$ cat config.mk
export PLATFORM = sky130hd
export DESIGN_NAME = handshake_coeff_sequencer_flat
export DESIGN_NICKNAME = d
export VERILOG_FILES = /design/src/rtl/handshake_coeff_sequencer_if.sv /design/src/rtl/handshake_coeff_sequencer.sv /design/src/flat_wrapper.sv
export SDC_FILE = /design/constraint.sdc
export NUM_CORES = 1
export LEC_CHECK = 0
export BUFFER_PORTS_ARGS = -buffer_cell sky130_fd_sc_hd__buf_2
export CORE_MARGIN = 8
export CORE_UTILIZATION = 45
export DETAILED_ROUTE_END_ITERATION = 12
export PLACE_DENSITY = 0.79
export SETUP_SLACK_MARGIN = 0.3
export SYNTH_ARGS = -nofsm -noshare
export SYNTH_HDL_FRONTEND = slang
export SYNTH_SLANG_ARGS = --single-unit
export TNS_END_PERCENT = 50
$ cat constraint.sdc
create_clock -name clk -period 1.2 [get_ports clk]
set_input_delay 0.06 -clock clk [delete_from_list [all_inputs] [get_ports clk]]
set_output_delay 0.06 -clock clk [all_outputs]
set_load 0.02 [all_outputs]
$ cat src/rtl/handshake_coeff_sequencer_if.sv
// Handshake bundle between the coefficient sequencer and its control/consumer side.
// Latency: none, wires only.
// Backpressure: ctrl_valid/ctrl_ready for tokens, outs_valid/outs_ready for beats.
interface handshake_coeff_sequencer_if #(
  parameter int DATA_WIDTH = 24
);
  logic                  ctrl_valid;
  logic                  ctrl_ready;
  logic [DATA_WIDTH-1:0] outs;
  logic                  outs_valid;
  logic                  outs_ready;
  logic [1:0]            outs_idx;
  logic                  outs_last;
  logic                  busy;
  logic [7:0]            seq_count;

  // Sequencer side: consumes tokens and drives the coefficient stream.
  modport master (
    input  ctrl_valid,
    input  outs_ready,
    output ctrl_ready,
    output outs,
    output outs_valid,
    output outs_idx,
    output outs_last,
    output busy,
    output seq_count
  );

  // Peer side: offers tokens and sinks the coefficient stream.
  modport slave (
    output ctrl_valid,
    output outs_ready,
    input  ctrl_ready,
    input  outs,
    input  outs_valid,
    input  outs_idx,
    input  outs_last,
    input  busy,
    input  seq_count
  );
endinterface

$ cat src/rtl/handshake_coeff_sequencer.sv
// Emits a fixed table of NUM_COEFFS coefficients for every accepted control token.
// Latency: first coefficient one cycle after token acceptance, then one per accepted beat.
// Backpressure: outputs hold while outs_ready=0; a new token is taken only when idle or on the last beat.
module handshake_coeff_sequencer #(
  parameter int                    DATA_WIDTH = 24,
  parameter int                    NUM_COEFFS = 4,
  parameter logic [DATA_WIDTH-1:0] COEFF0     = 24'h581679,
  parameter logic [DATA_WIDTH-1:0] COEFF1     = 24'h2AAAAB,
  parameter logic [DATA_WIDTH-1:0] COEFF2     = 24'h111111,
  parameter logic [DATA_WIDTH-1:0] COEFF3     = 24'h068068
) (
  input  logic                       clk,
  input  logic                       rst,
  handshake_coeff_sequencer_if.master bus
);

  typedef enum logic {
    IDLE = 1'b0,
    EMIT = 1'b1
  } state_t;

  localparam logic [1:0] LAST_IDX = 2'(NUM_COEFFS - 1);

  state_t                r_state;
  logic [DATA_WIDTH-1:0] r_outs;
  logic [1:0]            r_idx;
  logic                  r_valid;
  logic                  r_last;
  logic                  r_busy;
  logic [7:0]            r_seq_count;

  logic                  w_beat_hs;
  logic                  w_last_hs;
  logic                  w_ctrl_ready;
  logic                  w_tok;
  logic [1:0]            w_next_idx;

  function automatic logic [DATA_WIDTH-1:0] coeff_at(input logic [1:0] idx);
    case (idx)
      2'd0:    return COEFF0;
      2'd1:    return COEFF1;
      2'd2:    return COEFF2;
      default: return COEFF3;
    endcase
  endfunction

  // The only moment a busy sequencer can take a new token is the cycle its last beat leaves,
  // which is what allows back-to-back sequences without a bubble.
  assign w_beat_hs    = r_valid & bus.outs_ready;
  assign w_last_hs    = w_beat_hs & r_last;
  assign w_ctrl_ready = rst & ((r_state == IDLE) | w_last_hs);
  assign w_tok        = bus.ctrl_valid & w_ctrl_ready;
  assign w_next_idx   = r_idx + 2'd1;

  // Sequencer FSM with all stream outputs registered.
  always_ff @(posedge clk) begin
    if (!rst) begin
      r_state     <= IDLE;
      r_outs      <= '0;
      r_idx       <= 2'd0;
      r_valid     <= 1'b0;
      r_last      <= 1'b0;
      r_busy      <= 1'b0;
      r_seq_count <= 8'd0;
    end else begin
      case (r_state)
        IDLE: begin
          if (w_tok) begin
            r_state <= EMIT;
            r_outs  <= COEFF0;
            r_idx   <= 2'd0;
            r_valid <= 1'b1;
            r_last  <= (LAST_IDX == 2'd0);
            r_busy  <= 1'b1;
          end
        end
        EMIT: begin
          if (w_beat_hs) begin
            if (r_last) begin
              r_seq_count <= r_seq_count + 8'd1;
              if (w_tok) begin
                // Chained token: restart the table straight away.
                r_outs  <= COEFF0;
                r_idx   <= 2'd0;
                r_last  <= (LAST_IDX == 2'd0);
              end else begin
                r_state <= IDLE;
                r_valid <= 1'b0;
                r_last  <= 1'b0;
                r_busy  <= 1'b0;
              end
            end else begin
              r_idx  <= w_next_idx;
              r_outs <= coeff_at(w_next_idx);
              r_last <= (w_next_idx == LAST_IDX);
            end
          end
        end
        default: r_state <= IDLE;
      endcase
    end
  end

  // Table depth is fixed at four entries; anything outside 1..4 has no meaning.
  a_num_coeffs_legal: assert property (@(posedge clk) (NUM_COEFFS >= 1) && (NUM_COEFFS <= 4));

  assign bus.ctrl_ready = w_ctrl_ready;
  assign bus.outs       = r_outs;
  assign bus.outs_valid = r_valid;
  assign bus.outs_idx   = r_idx;
  assign bus.outs_last  = r_last;
  assign bus.busy       = r_busy;
  assign bus.seq_count  = r_seq_count;

endmodule

$ cat src/flat_wrapper.sv
// flat-port wrapper written by rule: the top's interface ports become plain ports
module handshake_coeff_sequencer_flat 
#(
  parameter int                    DATA_WIDTH = 24,
  parameter int                    NUM_COEFFS = 4,
  parameter logic [DATA_WIDTH-1:0] COEFF0     = 24'h581679,
  parameter logic [DATA_WIDTH-1:0] COEFF1     = 24'h2AAAAB,
  parameter logic [DATA_WIDTH-1:0] COEFF2     = 24'h111111,
  parameter logic [DATA_WIDTH-1:0] COEFF3     = 24'h068068
)
  (clk, rst, bus_ctrl_valid, bus_outs_ready, bus_ctrl_ready, bus_outs, bus_outs_valid, bus_outs_idx, bus_outs_last, bus_busy, bus_seq_count);
  handshake_coeff_sequencer_if #(.DATA_WIDTH(DATA_WIDTH)) bus_i ();
  input  logic clk;
  input  logic rst;
  input wire logic [$bits(bus_i.ctrl_valid)-1:0] bus_ctrl_valid;
  input wire logic [$bits(bus_i.outs_ready)-1:0] bus_outs_ready;
  output wire logic [$bits(bus_i.ctrl_ready)-1:0] bus_ctrl_ready;
  output wire logic [$bits(bus_i.outs)-1:0] bus_outs;
  output wire logic [$bits(bus_i.outs_valid)-1:0] bus_outs_valid;
  output wire logic [$bits(bus_i.outs_idx)-1:0] bus_outs_idx;
  output wire logic [$bits(bus_i.outs_last)-1:0] bus_outs_last;
  output wire logic [$bits(bus_i.busy)-1:0] bus_busy;
  output wire logic [$bits(bus_i.seq_count)-1:0] bus_seq_count;
  assign bus_i.ctrl_valid = bus_ctrl_valid;
  assign bus_i.outs_ready = bus_outs_ready;
  assign bus_ctrl_ready = bus_i.ctrl_ready;
  assign bus_outs = bus_i.outs;
  assign bus_outs_valid = bus_i.outs_valid;
  assign bus_outs_idx = bus_i.outs_idx;
  assign bus_outs_last = bus_i.outs_last;
  assign bus_busy = bus_i.busy;
  assign bus_seq_count = bus_i.seq_count;
  handshake_coeff_sequencer #(.DATA_WIDTH(DATA_WIDTH), .NUM_COEFFS(NUM_COEFFS), .COEFF0(COEFF0), .COEFF1(COEFF1), .COEFF2(COEFF2), .COEFF3(COEFF3)) u_core (.clk(clk), .rst(rst), .bus(bus_i));
endmodule
# Word level (Yosys, flattened, before mapping)
# Index checks and enable logic that the tools add are counted.
# W data, S select, Z words.
[word_totals] reg_bits=37 input_bits=4 word_cells=47 out_inout_bits=38
[classes] muxes=22 add_sub_neg=2 bitwise=6 reduce_logical=4 eq_ne=7
[ops] op="$mux W24" n=3
[ops] op="$pmux W23 S3" n=1
[ops] op="$pmux W24 S2" n=1
[ops] op="$mux W1" n=10
[ops] op="$add A8 B1 Y8 const B" n=1
[ops] op="$mux W2" n=3
[ops] op="$ne A2 B2 Y1 const B" n=3
[ops] op="$pmux W1 S2" n=3
[ops] op="$and A1 B1 Y1" n=4
[ops] op="$eq A2 B2 Y1 const B" n=2
[ops] op="$pmux W2 S2" n=1
[ops] op="$reduce_and A4 Y1" n=1
[ops] op="$reduce_and A3 Y1" n=1
[ops] op="$add A2 B1 Y2 const B" n=1
[ops] op="$eq A2 B1 Y1 const B" n=1
[ops] op="$logic_not A2 Y1" n=1
[ops] op="$ne A2 B1 Y1 const B" n=1
[ops] op="$reduce_and A2 Y1" n=1
[ops] op="$not A1 Y1" n=1
[ops] op="$or A1 B1 Y1" n=1

# Depth between registers and ports, before layout
[logic_depth] ltp_word=9 mapped_depth=6 mapped_depth_nobuf=5

# Least setup slack after synthesis
# Ideal clock, no wire load.
[synth_timing] path_kind="register -> register" startpoint="register u_core.r_idx[1], in the netlist u_core.bus.outs_idx[1]" endpoint="register u_core.r_outs[4], in the netlist u_core.bus.outs[4]" t_required_ps=1075 t_arrival_ps=1310 slack_ps=-235 setup_time_ps=125 stages_incl_launch_ff=6 synth_period_minus_slack_ps=1435 n_path_buf=0 path_cell_list="dfxtp_1 inv_1 ha_1 or3_1 o21ai_1 a21boi_1"
[synth_via] elab_chain_len=6 elab_cells_between_ends=8 cone_classes="add/sub (1); eq/ne (2); mux (4); reduce/logical (1)"
[synth_rtl] item="from (decl)" line="handshake_coeff_sequencer.sv:26" rtl="logic [1:0] r_idx;"
[synth_rtl] item="from (signal assigned)" line="handshake_coeff_sequencer.sv:93" rtl="r_idx <= w_next_idx;"
[synth_rtl] item="$add A2 B1 Y2 *" line="handshake_coeff_sequencer.sv:53" rtl="assign w_next_idx = r_idx + 2'd1;"
[synth_rtl] item="$eq A2 B2 Y1 (tied with other cells)" line="handshake_coeff_sequencer.sv:39" rtl="case (idx)"
[synth_rtl] item="$pmux W23 S3 *" line="handshake_coeff_sequencer.sv:39"
[synth_rtl] item="$mux W24 *" line="handshake_coeff_sequencer.sv:79" rtl="if (r_last) begin"
[synth_rtl] item="$mux W24 *" line="handshake_coeff_sequencer.sv:78" rtl="if (w_beat_hs) begin"
[synth_rtl] item="$pmux W24 S2 *" line="handshake_coeff_sequencer.sv:66" rtl="case (r_state)"
[synth_rtl] item="to (signal assigned)" line="handshake_coeff_sequencer.sv:94" rtl="r_outs <= coeff_at(w_next_idx);"
[synth_rtl] item="to (decl)" line="handshake_coeff_sequencer.sv:25" rtl="logic [DATA_WIDTH-1:0] r_outs;"
# Every way passes the cells marked *; elsewhere a longest branch is shown, timed or not. The select of a mux whose other input is x is not followed.
# A chain may end at the register's enable or synchronous reset.

# Final worst setup path
[layout_timing] startpoint="register u_core.r_last, in the netlist u_core.bus.outs_last" endpoint="register u_core.r_outs[12], in the netlist u_core.bus.outs[12]"
[layout_via] elab_chain_len=8
[layout_rtl] item="from (decl)" line="handshake_coeff_sequencer.sv:28" rtl="logic r_last;"
[layout_rtl] item="from (signal assigned)" line="handshake_coeff_sequencer.sv:73" rtl="r_last <= (LAST_IDX == 2'd0);"
[layout_rtl] item="from (signal assigned)" line="handshake_coeff_sequencer.sv:85" rtl="r_last <= (LAST_IDX == 2'd0);"
[layout_rtl] item="from (signal assigned)" line="handshake_coeff_sequencer.sv:95" rtl="r_last <= (w_next_idx == LAST_IDX);"
[layout_rtl] item="$and A1 B1 Y1" line="handshake_coeff_sequencer.sv:50" rtl="assign w_last_hs = w_beat_hs & r_last;"
[layout_rtl] item="$or A1 B1 Y1" line="handshake_coeff_sequencer.sv:51" rtl="assign w_ctrl_ready = rst & ((r_state == IDLE) | w_last_hs);"
[layout_rtl] item="$and A1 B1 Y1" line="handshake_coeff_sequencer.sv:51"
[layout_rtl] item="$and A1 B1 Y1" line="handshake_coeff_sequencer.sv:52" rtl="assign w_tok = bus.ctrl_valid & w_ctrl_ready;"
[layout_rtl] item="$mux W24"
[layout_rtl] item="$mux W24" line="handshake_coeff_sequencer.sv:79"
[layout_rtl] item="$mux W24" line="handshake_coeff_sequencer.sv:78"
[layout_rtl] item="$pmux W24 S2 *" line="handshake_coeff_sequencer.sv:66"
# Marked as above.

==> flow_summary.ini <==
[grt]
antenna_violations_before_repair = 0
grt_max_degree = 23
grt.total_usage_pct = 15.5
gr-total-overflow = 0
first_global_vias = 1406
global_route_wire_length_before_repair_um = 6640

[timing]
finalSetupTns_ps = -484
achievable-frequency_ghz = 0.776
final-setup-viol-count = 18
slew_viol_final = 0
worst_hold_slack_ps = 21.2
postLayoutSetupSlackWorst_ps = -87.9
setup_skew_after_layout_ps = 15.3
period_minus_slack_ps = 1290
max_slew.worst_pin.slew_ps = 257
hold_viol = 0
final_critical_path_share_of_the_clock_period_pct = 107
slew_limit_headroom_pct = 82.8
rsz0062_at_grt = true

[layout]
area_of_the_multi_input_gates_sq_um = 913
finalNetCount = 241
layout-drive-gt1-share_pct = 57.6
top_library_cells_by_usage_in_the_layout_fill_and_taps_aside = 35 x sky130_fd_sc_hd__buf_4, 28 x sky130_fd_sc_hd__buf_6, 17 x sky130_fd_sc_hd__nand2_1, 17 x sky130_fd_sc_hd__dfxtp_1, 16 x sky130_fd_sc_hd__a21boi_1
design_area_sq_mm = 0.00249
most_frequent_standard_cell_in_the_layout_excluding_fill_and_tap_cells = sky130_fd_sc_hd__buf_4
antenna_cells = 0
final-seq-area_sq_um = 796
num-fill-cells = 245
flow.area_growth_from_synthesis_pct = 61.7

[clock_network]
cts_tree = done
ctsRootBufferMaster = sky130_fd_sc_hd__clkbuf_4
cts_buffers = 5
clk-insertion-delay-late_ps = 340
cts-root-to-sink-buffers = 2
path_clk_slew_ps = 120
cts_sinks = 37
htree_levels = 2

[power_and_ir_drop]
totalPowerFinal_mw = 2.52
power.ir.vdd_worst_uv = 1170
p_leak_nw = 1.13
p_per_cell_area_mw_per_mm2 = 1010

[routing]
detail-route-antenna-nets = 0
first_pass_iters = 4
avgRoutedWirePerCell_um = 14.8
drcViolationCount = 0
vias_per_cell = 5.01
routed-via-count = 1389
detail_route.wirelength_um = 4110
drt_iter0_markers = 49

[run]
max_cap_viol_count = 0

[critical_path]
end_kind = flop
worstReg2RegStart = u_core.bus.outs_last
worst-r2r-setup-slack_ps = -90
critPathLaunchType = flop
crit_arrival_ps = 1520
worstSetupStartpoint = u_core.bus.outs_last
worst_ep_required_time_ps = 1430
timing.rr.end = u_core.bus.outs[12]
worstPathMaxFanout = 8
timing.reg2reg.worst_path_depth = 4
timing_worst_setup_path_type = flop to flop

[hold_path]
worstHoldPathCells = 2
min_delay_worst_endpoint = u_core.bus.seq_count[2]
worstHoldPathType = input port to flop
hold_path_startpoint = rst

[synth]
synth.distinct_cells = 32
synthDominantAreaCellType = sky130_fd_sc_hd__dfxtp_1
synthesis.area_sq_mm = 0.00154
post_synth_main_area_contributors = sky130_fd_sc_hd__dfxtp_1 48%, sky130_fd_sc_hd__a21boi_1 7.8%, sky130_fd_sc_hd__nand2_1 6.3%, sky130_fd_sc_hd__ha_1 5.7%, sky130_fd_sc_hd__and2_1 3.7%
synth_seq_cells = 37
mappedNetlistNets = 174
synth-xor-area-share_pct = 4.56
postSynthCellCount = 163
synth_top_family_by_area = simple AND/OR/NAND/NOR gates
fraction_of_the_mapped_netlist_area_in_compound_gates_pct = 14.6
synth-adder-area-share_pct = 5.70
synth-simple-area-share_pct = 23.4
syn-mean-instance-area_sq_um = 9.43
synth-seq-area-share_pct = 48.2
synth.yosys.warnings = 0
synth_top_area_share_pct = 48.2
synth.area.mux_share_pct = 0

[floorplan]
coreArea_sq_mm = 0.00331
start_util_pct = 46.4
rows = 21
fp.dieW_um = 74.5
fp.dieArea_sq_mm = 0.00554
pin_count = 42
die_h_um = 74.5

[place]
dpl.hpwl_um = 2620
post-place-ws_ps = -37.0
placement.cell_area_sq_mm = 0.00202
finalWeightedCongestion = 0.854
numPortBuffers = 41

[run_status]
outcome = complete, but fails checks
violated_checks = negative setup slack
-- cell families after synthesis --
family,count (synthesis)
buffers and inverters,11
adders and majority gates,7
and+or+nand+nor,67
DFF,37
AOI/OAI and AO/OA,33
xor gates and xnor gates,8
-- critical path: stages (launching register included) --
cell and delay, ps:
sky130_fd_sc_hd__dfxtp_4 390, sky130_fd_sc_hd__nand4b_1 200, sky130_fd_sc_hd__or3_4 430, sky130_fd_sc_hd__o21ai_2 80, sky130_fd_sc_hd__a21boi_1 80
-- layer usage --
layer  up-vias  track usage, %  routed length, um
met3         4            4.18                180
met4         0            6.09                 45
met5         -               0                  0
met2        37            27.6               2200
li1        690               -                  -
met1       658            16.9               1680
-- sequential cells by signal, indices dropped and copies added, names as in the netlist --
signal                 flops
u_core.r_state             1
u_core.bus.seq_count       8
u_core.bus.outs_last       1
u_core.bus.outs_idx        2
u_core.bus.outs           24
u_core.bus.outs_valid      1
-- stage by stage --
stage | instances | utilization [%]
after global placement | 259 | 61.0
after floorplan | 163 | -
after CTS | 272 | 71.7
after detailed placement | 259 | 61.0
final | 277 | 75.1
after global routing | 277 | 75.1
-- timing repair --
action	in CTS	in global routing
gates resized for setup	82	23
pin swaps	15	5
hold endpoints to repair	1	0
endpoints found under the setup margin	74	75
buffers inserted	4	5
hold buffers	1	0
-- power breakdown --
part	internal [mW]	switching [mW]
Clock	0.414	0.409
Combinational	0.200	0.202
Sequential	1.25	0.0419
-- how the worst max path moves through the flow --
stage	cells after the start	to
CTS	4	u_core.bus.outs[4]
global placement	4	u_core.bus.outs[20]
global route	4	u_core.bus.outs[12]
detailed placement	5	u_core.bus.outs[12]
floorplan	5	u_core.bus.outs[12]
finish	4	u_core.bus.outs[12]
-- cell usage after synthesis --
library cell               instances
sky130_fd_sc_hd__o211a_1           1
sky130_fd_sc_hd__or3_1             1
sky130_fd_sc_hd__buf_4             3
sky130_fd_sc_hd__a21boi_0          1
sky130_fd_sc_hd__nor2b_1           1
sky130_fd_sc_hd__nand2_1          26
sky130_fd_sc_hd__a21boi_1         16
sky130_fd_sc_hd__and2_1            9
sky130_fd_sc_hd__nand2b_1          1
sky130_fd_sc_hd__xor2_1            3
sky130_fd_sc_hd__a21boi_2          1
sky130_fd_sc_hd__nand4_4           1
sky130_fd_sc_hd__a21o_1            1
sky130_fd_sc_hd__a21oi_2           1
sky130_fd_sc_hd__clkbuf_1          4
sky130_fd_sc_hd__o21ai_0           4
sky130_fd_sc_hd__nor4_4            1
sky130_fd_sc_hd__nand4b_1          2
sky130_fd_sc_hd__xnor2_1           5
sky130_fd_sc_hd__o21ai_1           6
sky130_fd_sc_hd__nor3_1            3
sky130_fd_sc_hd__nor2_1           11
sky130_fd_sc_hd__dfxtp_1          37
sky130_fd_sc_hd__and3_1            4
sky130_fd_sc_hd__buf_2             1
sky130_fd_sc_hd__nand3_1           3
sky130_fd_sc_hd__nand4_1           2
sky130_fd_sc_hd__a21oi_1           2
sky130_fd_sc_hd__and4_1            1
sky130_fd_sc_hd__inv_1             3
sky130_fd_sc_hd__and4b_1           1
sky130_fd_sc_hd__ha_1              7
-- layout make-up --
cell class | count | share of cell area, %
multi-input cells | 115 | 36.7
flip-flops and latches | 37 | 32.0
repair buffers | 68 | 25.1
clock buffers | 7 | 3.07
well taps | 46 | 2.32
inverters | 3 | 0.554
clock inverters | 1 | 0.252
No activity file was read; power rests on OpenSTA's default activity.
